[src/rtl/fifo_pkg.sv]
// Shared helpers for the single-clock FIFO.
// Pointer wrap and count sizing for arbitrary depths.
package fifo_pkg;

  function automatic int unsigned cnt_width(
    input int unsigned depth
  );
    return $clog2(depth + 1);
  endfunction

  // Explicit compare so non-power-of-two depths wrap correctly.
  function automatic int unsigned next_ptr(
    input int unsigned ptr,
    input int unsigned depth
  );
    return (ptr == depth - 1) ? 32'd0 : ptr + 32'd1;
  endfunction

endpackage

[src/rtl/sync_fifo_ram.sv]
// Storage array for sync_fifo.
// Synchronous write; read port registered or fall-through.
module sync_fifo_ram #(
  parameter int DSIZE = 8,
  parameter int DEPTH = 16,
  parameter int FWFT  = 0,
  parameter int AW    = 4
) (
  input  logic             clk,
  input  logic             rst,
  input  logic             we,
  input  logic [AW-1:0]    waddr,
  input  logic [DSIZE-1:0] wdata,
  input  logic             re,
  input  logic [AW-1:0]    raddr,
  output logic [DSIZE-1:0] rdata
);

  logic [DSIZE-1:0] mem [DEPTH];

  always_ff @(posedge clk) begin
    if (we) mem[waddr] <= wdata;
  end

  generate
    if (FWFT != 0) begin : g_fwft
      logic unused_rd;
      assign unused_rd = ^{rst, re};
      assign rdata = mem[raddr];
    end else begin : g_reg
      always_ff @(posedge clk) begin
        if (rst)     rdata <= '0;
        else if (re) rdata <= mem[raddr];
      end
    end
  endgenerate

endmodule

[src/rtl/sync_fifo.sv]
// Single-clock FIFO: pointers, occupancy, flags, sticky errors.
// Any depth >= 2, optional first-word-fall-through read.
module sync_fifo
  import fifo_pkg::*;
#(
  parameter int DSIZE         = 8,
  parameter int DEPTH         = 16,
  parameter int FWFT          = 0,
  parameter int AFULL_THRESH  = DEPTH - 2,
  parameter int AEMPTY_THRESH = 2,
  localparam int CSIZE        = cnt_width(DEPTH)
) (
  input  logic             clk,
  input  logic             rst,
  input  logic             flush,
  input  logic             winc,
  input  logic [DSIZE-1:0] wdata,
  input  logic             rinc,
  output logic [DSIZE-1:0] rdata,
  output logic             wfull,
  output logic             rempty,
  output logic             almost_full,
  output logic             almost_empty,
  output logic [CSIZE-1:0] count,
  output logic             overflow,
  output logic             underflow
);

  localparam int AW = $clog2(DEPTH);
  localparam logic [CSIZE-1:0] FULL_C = CSIZE'(DEPTH);
  localparam logic [CSIZE-1:0] AF_C   = CSIZE'(AFULL_THRESH);
  localparam logic [CSIZE-1:0] AE_C   = CSIZE'(AEMPTY_THRESH);

  logic [AW-1:0]    wptr, rptr;
  logic [CSIZE-1:0] cnt_next;
  logic             wr_ok, rd_ok;

  assign wr_ok = winc && !wfull && !flush;
  assign rd_ok = rinc && !rempty && !flush;

  always_comb begin
    cnt_next = count;
    if (flush)               cnt_next = '0;
    else if (wr_ok && !rd_ok) cnt_next = count + 1'b1;
    else if (rd_ok && !wr_ok) cnt_next = count - 1'b1;
  end

  // Flags decode the next count so they move with count.
  always_ff @(posedge clk) begin
    if (rst) begin
      wptr         <= '0;
      rptr         <= '0;
      count        <= '0;
      wfull        <= 1'b0;
      rempty       <= 1'b1;
      almost_full  <= 1'b0;
      almost_empty <= 1'b1;
      overflow     <= 1'b0;
      underflow    <= 1'b0;
    end else begin
      if (flush) begin
        wptr <= '0;
        rptr <= '0;
      end else begin
        if (wr_ok) wptr <= AW'(next_ptr(32'(wptr), DEPTH));
        if (rd_ok) rptr <= AW'(next_ptr(32'(rptr), DEPTH));
        if (winc && wfull)  overflow  <= 1'b1;
        if (rinc && rempty) underflow <= 1'b1;
      end
      count        <= cnt_next;
      wfull        <= (cnt_next == FULL_C);
      rempty       <= (cnt_next == '0);
      almost_full  <= (cnt_next >= AF_C);
      almost_empty <= (cnt_next <= AE_C);
    end
  end

  sync_fifo_ram #(
    .DSIZE (DSIZE),
    .DEPTH (DEPTH),
    .FWFT  (FWFT),
    .AW    (AW)
  ) u_ram (
    .clk   (clk),
    .rst   (rst),
    .we    (wr_ok && !rst),
    .waddr (wptr),
    .wdata (wdata),
    .re    (rd_ok),
    .raddr (rptr),
    .rdata (rdata)
  );

endmodule

[config.mk]
export PLATFORM = sky130hd
export DESIGN_NAME = sync_fifo
export DESIGN_NICKNAME = d
export VERILOG_FILES = /design/src/rtl/fifo_pkg.sv /design/src/rtl/sync_fifo_ram.sv /design/src/rtl/sync_fifo.sv
export SDC_FILE = /design/constraint.sdc
export NUM_CORES = 1
export LEC_CHECK = 0
export CAP_MARGIN = 20
export CORE_UTILIZATION = 40
export DETAILED_ROUTE_END_ITERATION = 7
export GPL_ROUTABILITY_DRIVEN = 0
export PLACE_DENSITY = 0.69
export SETUP_SLACK_MARGIN = 0.5
export SYNTH_ARGS = -nofsm -noshare
export SYNTH_HDL_FRONTEND = slang
export SYNTH_SLANG_ARGS = --single-unit
export TNS_END_PERCENT = 1
[constraint.sdc]
create_clock -name clk -period 2.4 [get_ports clk]
set_clock_uncertainty 0.05 [all_clocks]
set_input_delay 0.24 -clock clk [delete_from_list [all_inputs] [get_ports clk]]
set_output_delay 0.24 -clock clk [all_outputs]
set_load 0.03 [all_outputs]
Word-level counts from Yosys, hierarchy flattened
Memories as Yosys holds them, arrays and structs flattened. A register that Yosys moved wholly into a read port is not among the register bits.
Cells that the tools add are included.
Widths: inputs -> output; s select.
Storage, ports and cells
  register bits: 19
  memory bits (writable): 128
  memories kept: 1
  logic and storage cells: 46
  input port bits: 13
  output and inout port bits: 19
Operators by class
  $lt $le $gt $ge: 2
  $add $sub $neg: 4
  reductions and logical operators: 19
  multiplexer cells: 7
  bitwise operators: 1
  eq/ne operators: 3
Memories
  u_ram.mem: depth 16, bits a word 8, rd ports 1, clocked after memory_dff 1, write ports 1, line sync_fifo_ram.sv:19  | logic [DSIZE-1:0] mem [DEPTH];
Operator list (count)
  $mux 5: 3
  $logic_and 1x1->1: 9
  $add 4x1->4 const B: 2
  $eq 4x4->1 const B: 2
  $mux 4: 2
  $logic_not 1->1: 6
  $add 5x1->5 const B: 1
  $eq 5x5->1 const B: 1
  $ge 5x4->1 const B: 1
  $le 5x2->1 const B: 1
  $logic_not 5->1: 1
  $sub 5x1->5 const B: 1
  $reduce_and 2->1: 2
  $mux 1: 2
  $reduce_or 2->1: 1
  $not 1->1: 1

Longest topological paths before layout
  word-level depth: 9
  depth in mapped cells: 7
  depth with buffers taken out: 6

Hierarchy
Synthesis repeated with hierarchy kept, for this count alone.
Unflattened totals
  cell total of the unflattened synthesis: 437
  area, all modules: 6381.1 µm²
By module, submodules not included
  sync_fifo_ram: cells each 316, instances 1, area an instance 5343.9 µm²
  sync_fifo: cells each 121, instances 1, area an instance 1037.2 µm²

Worst setup path after synthesis
Ideal clock, no wire load.
  kind: register to register
  start: reg wfull
  end: mem u_ram.mem[0][0] (enable)
  clock period less this slack: 2069 ps
  path buffers: 0
  path slack: 331 ps
  setup time: 383 ps
  stages on the path, launching flop included: 5
  arrival: 1636 ps
  path through: dfxtp_1 -> nand2b_1 -> nor2_1 -> nand2_1 -> nor3_1
On the way
  longest elaborated chain between the ends: 6
RTL lines
  start: declaration: line sync_fifo.sv:20  | output logic wfull,
  start signal: assignment: line sync_fifo.sv:71  | wfull <= (cnt_next == FULL_C);
  $logic_not 1->1: line sync_fifo.sv:38  | assign wr_ok = winc && !wfull && !flush;
  $logic_and 1x1->1 (2 in series): line sync_fifo.sv:38
  $logic_and 1x1->1: line sync_fifo.sv:86  | .we (wr_ok && !rst),
  $mux 1: line sync_fifo_ram.sv:22  | if (we) mem[waddr] <= wdata;
  $mux 1 (not written as such): line sync_fifo_ram.sv:22
  end: declaration: line sync_fifo_ram.sv:19
No other way between the ends.

==> flow_results.org <==
** Timing
- The tightest hold path in the finished design has a slack of 0.433 ns.
- The number of hold violations in the final report was 0.
- Setup repair after global routing could not meet its margin everywhere.
- The worst path uses 79.5% of the clock period.
- Minimum clock period :: 1.91 ns
- The max-slew violation count is 0.
- In the post-route analysis, the smallest setup slack over all paths is 0.491 ns.
- F_max :: 524 MHz
- Final setup violation count :: 0
- For the final routed database, the setup TNS stands at 0 ns.
- Transition time at the pin with the least slew margin :: 0.658 ns
- Max transition margin :: 56.0%

** Floorplanning
- In this run the horizontal extent of the chip is 126 um.
- The initial utilization of the core area, before any placement, comes to 40.8%.
- Number of top-level pins :: 32
- Die footprint :: 0.0159 sq mm
- The die is 126 um tall.
- Placeable core region :: 0.0151 sq mm
- Number of rows in the core area :: 45

** GRT
- The via count of the first global-routing pass came to 3476.
- Antenna violations before repair :: 0
- Pin count of the biggest net entering global routing :: 37
- Total track usage :: 17.1%
- Global routing finished with a remaining overflow of 0.
- Wire length of the first global-routing pass :: 19.6 mm

** Place
- Number of buffer cells added on primary ports :: 31
- Placement Setup Slack :: 0.181 ns
- Once detailed placement completed, the half-perimeter wirelength came to 8.07 mm.

** Routing
- Total met2 wirelength after detailed routing :: 6.21 mm
- DRT iter0 DRCs :: 235
- DRT antenna net count :: 0
- Met3 wirelength from detailed routing :: 740 um
- Wire length on met1 :: 5.68 mm
- After detailed routing, the average wire length per cell comes to 20.3 um.
- Via count :: 3474
- The highest metal layer carrying signal wires in the routed design is met4.
- The pre-antenna-repair detailed-routing pass consisted of 4 iterations.
- For this block, the routed nets add up to 12.9 mm of wire.
- DRC violations left :: 0
- Using the TritonRoute via totals, the vias-per-cell ratio works out to 5.47.

** Power and ir drop
- The worst-case IR drop observed on VDD is 530 uV.
- The internal portion of the total power is 4600 uW.
- In this run, the clock network consumes 45.7% of the power.
- Total leakage power :: 0.00247 uW
- Combinational logic is responsible for 3.1% of the overall power.
- Sequential cells account for 51.2% of the total power.
- Power spread over the standard cell area amounts to 751 mW/mm^2.
- In this run switching power makes up 19.8% of total power.
- Net switching power :: 1130 uW
- Post-layout power :: 5730 uW

** Worst hold path
- The path class of the tightest hold or removal check is in2reg.

** Critical path
- Slowest stage delay, CP :: 0.53 ns
- Kind of critical path :: reg2reg
- STA puts the critical path data arrival time at 2.17 ns.
- In this run the worst path has a maximum fanout of 9.
- At the worst endpoint, the required time is 2.66 ns.
- Setup crit start kind :: flip-flop
- Cell repeated most along the worst path :: sky130_fd_sc_hd__a21oi_1
- The worst setup path is captured at a flip-flop.
- Traced cell by cell, the critical path runs through buf_12 -> buf_16 -> mux4_2 -> a22oi_2 -> a21oi_1 -> a21oi_1 -> nor2_1.
- Library cell contributing the largest single delay on the critical path :: sky130_fd_sc_hd__mux4_2

** Clock network
- Largest buffer count on any clock path :: 2
- The clock tree synthesis step divided the H-tree into 4 levels.
- Root Buffer Master :: sky130_fd_sc_hd__clkbuf_16
- Register clock-pin slew on the reported worst setup and hold paths :: 0.06 ns
- CTS tree :: built
- Worst-Skew Late Latency :: 0.42 ns
- The clock net in this run drives a total of 155 sinks.
- Number of buffers created by CTS :: 17

** Synthesis
- Share of synthesized registers carrying an async set or reset :: 0%
- Sorting the synthesized cells by area gives the leading types as sky130_fd_sc_hd__edfxtp_1 (62%), sky130_fd_sc_hd__mux4_2 (12%), sky130_fd_sc_hd__dfxtp_1 (8.8%), sky130_fd_sc_hd__nor2_1 (2.1%), sky130_fd_sc_hd__a21oi_1 (2.0%).
- Number of enable-type register cells in the synthesized netlist :: 128
- Dominant synthesized flop cell :: sky130_fd_sc_hd__edfxtp_1
- Sequential element share of the synthesized area :: 71.0%
- The share of synthesized area in the top cell type comes to 62.2%.
- The number of nets handed over by synthesis was 388.
- In this run the cell area of the synthesized design comes to 0.00618 sq mm.
- After synthesis the netlist holds a flip-flop and latch count of 155.
- The netlist uses 47 different library cells.
- The biggest area contributor in the post-synthesis netlist is sky130_fd_sc_hd__edfxtp_1.
- Syn Inst Count :: 368
- Yosys printed 0 warnings.
- After synthesis, the mean cell area works out to 16.8 sq um.

** Cells and area
- Diodes inserted :: 0
- Synth-to-layout area growth :: 23.5%
- Layout net count :: 454
- Commonest cells after routing, fill and taps aside :: sky130_fd_sc_hd__edfxtp_1 (128), sky130_fd_sc_hd__nor2_1 (34), sky130_fd_sc_hd__mux4_2 (32)
- Counting the fill cells in the layout gives 1218.
- Leaving out fill and tap cells, the most frequent cell in the layout is sky130_fd_sc_hd__edfxtp_1.
- The post-route netlist has 26.4% of its cells at a drive strength greater than 1.

** Flow run
- # Max-Cap Violations :: 0

** Run status
- The flow ran to the end, and the final reports show no timing, DRC or antenna violations.
## per-stage QoR
step	instance area (sq um)	instances	util, %
after floorplan	6180	368	-
after global placement	6850	594	45.2
after detailed placement	6850	594	45.2
after CTS	7480	627	49.4
after global routing	7630	635	50.4
final	7630	635	50.4
## logic make-up (layout without fill, tap and decap cells)
kind of cell               count (synthesis)  in the layout  synth area share, %
and+or+nand+nor                           87             87                 7.29
xor gates and xnor gates                   4              4                0.567
AOI/OAI and AO/OA                         58             58                 6.12
muxes                                     32             32                 11.7
adders and majority gates                  7              7                 1.42
buffers and inverters                     25            104                 1.94
DFF                                      155            155                 71.0
## per-layer routing
| metal | GRT usage [%] | vias to the layer above |
|---|---|---|
| met3 | 3.95 | 19 |
| met2 | 27.3 | 102 |
| met1 | 22.1 | 1764 |
| met4 | 8.15 | 0 |
| li1 | - | 1589 |
| met5 | 0 | - |
## flip-flops by register name (all words and copies together) (netlist names)
name	flops
overflow	1
u_ram.mem	128
underflow	1
count	5
wfull	1
rptr	4
almost_empty	1
wptr	4
almost_full	1
u_ram.rdata	8
rempty	1
## power by group through the flow
stage	clock network [uW]	logic [uW]	registers [uW]
after detailed placement	0	172	2990
after CTS	2670	174	2930
after global routing	2780	194	2930
after global placement	0	168	2990
final	2620	178	2930
after floorplan	0	70.1	3000
## what timing repair did
action | 4_1_cts | 5_1_grt
hold buffers | 0 | 0
endpoints found under the setup margin | 9 | 17
pin swaps | 0 | 3
cloned | 1 | 0
buffers inserted | 0 | 8
resized for setup | 2 | 14
## Yosys cell counts (all sizes together) (2+ instances only)
cell,n
buf,11
nor2,34
xor2,2
and4b,2
o21ai,3
edfxtp,128
and3,2
inv,6
xnor2,2
nand2b,4
ha,7
a311oi,2
a21boi,2
nor3,8
dfxtp,27
nor2b,3
and3b,2
o21a,2
mux4,32
nand2,17
a22oi,16
a21oi,25
a211oi,2
nand3,4
clkbuf,8
nor3b,3
or3b,2
## worst max-delay path: cells and delay by family, from the launching register on
| family | cells | cell delay [ns] |
|---|---|---|
| compound gates | 3 | 0.47 |
| buf+inv | 2 | 0.30 |
| flops | 1 | 0.39 |
| mux | 1 | 0.53 |
| simple gates | 1 | 0.05 |
## layout make-up
| type | instances | area [sq um] | area share (%) |
|---|---|---|---|
| Sequential cell | 155 | 4390 | 57.5 |
| Clock inverter | 11 | 118 | 1.54 |
| Timing Repair Buffer | 66 | 653 | 8.56 |
| Multi-Input combinational cell | 188 | 1740 | 22.8 |
| Inverter | 6 | 22.5 | 0.295 |
| Tap cell | 188 | 235 | 3.08 |
| Clock buffer | 21 | 470 | 6.17 |
## final timing paths
path	startpoint	endpoint	slack, ns	cells past startpoint
setup reg to reg	rptr[0]	u_ram.rdata[5]	0.49	7
hold reg to reg	underflow	underflow	0.43	2
hold / removal	flush	count[0]	0.43	2
setup / recovery	rptr[0]	u_ram.rdata[5]	0.49	7
Power figures use the tool's default switching activity.
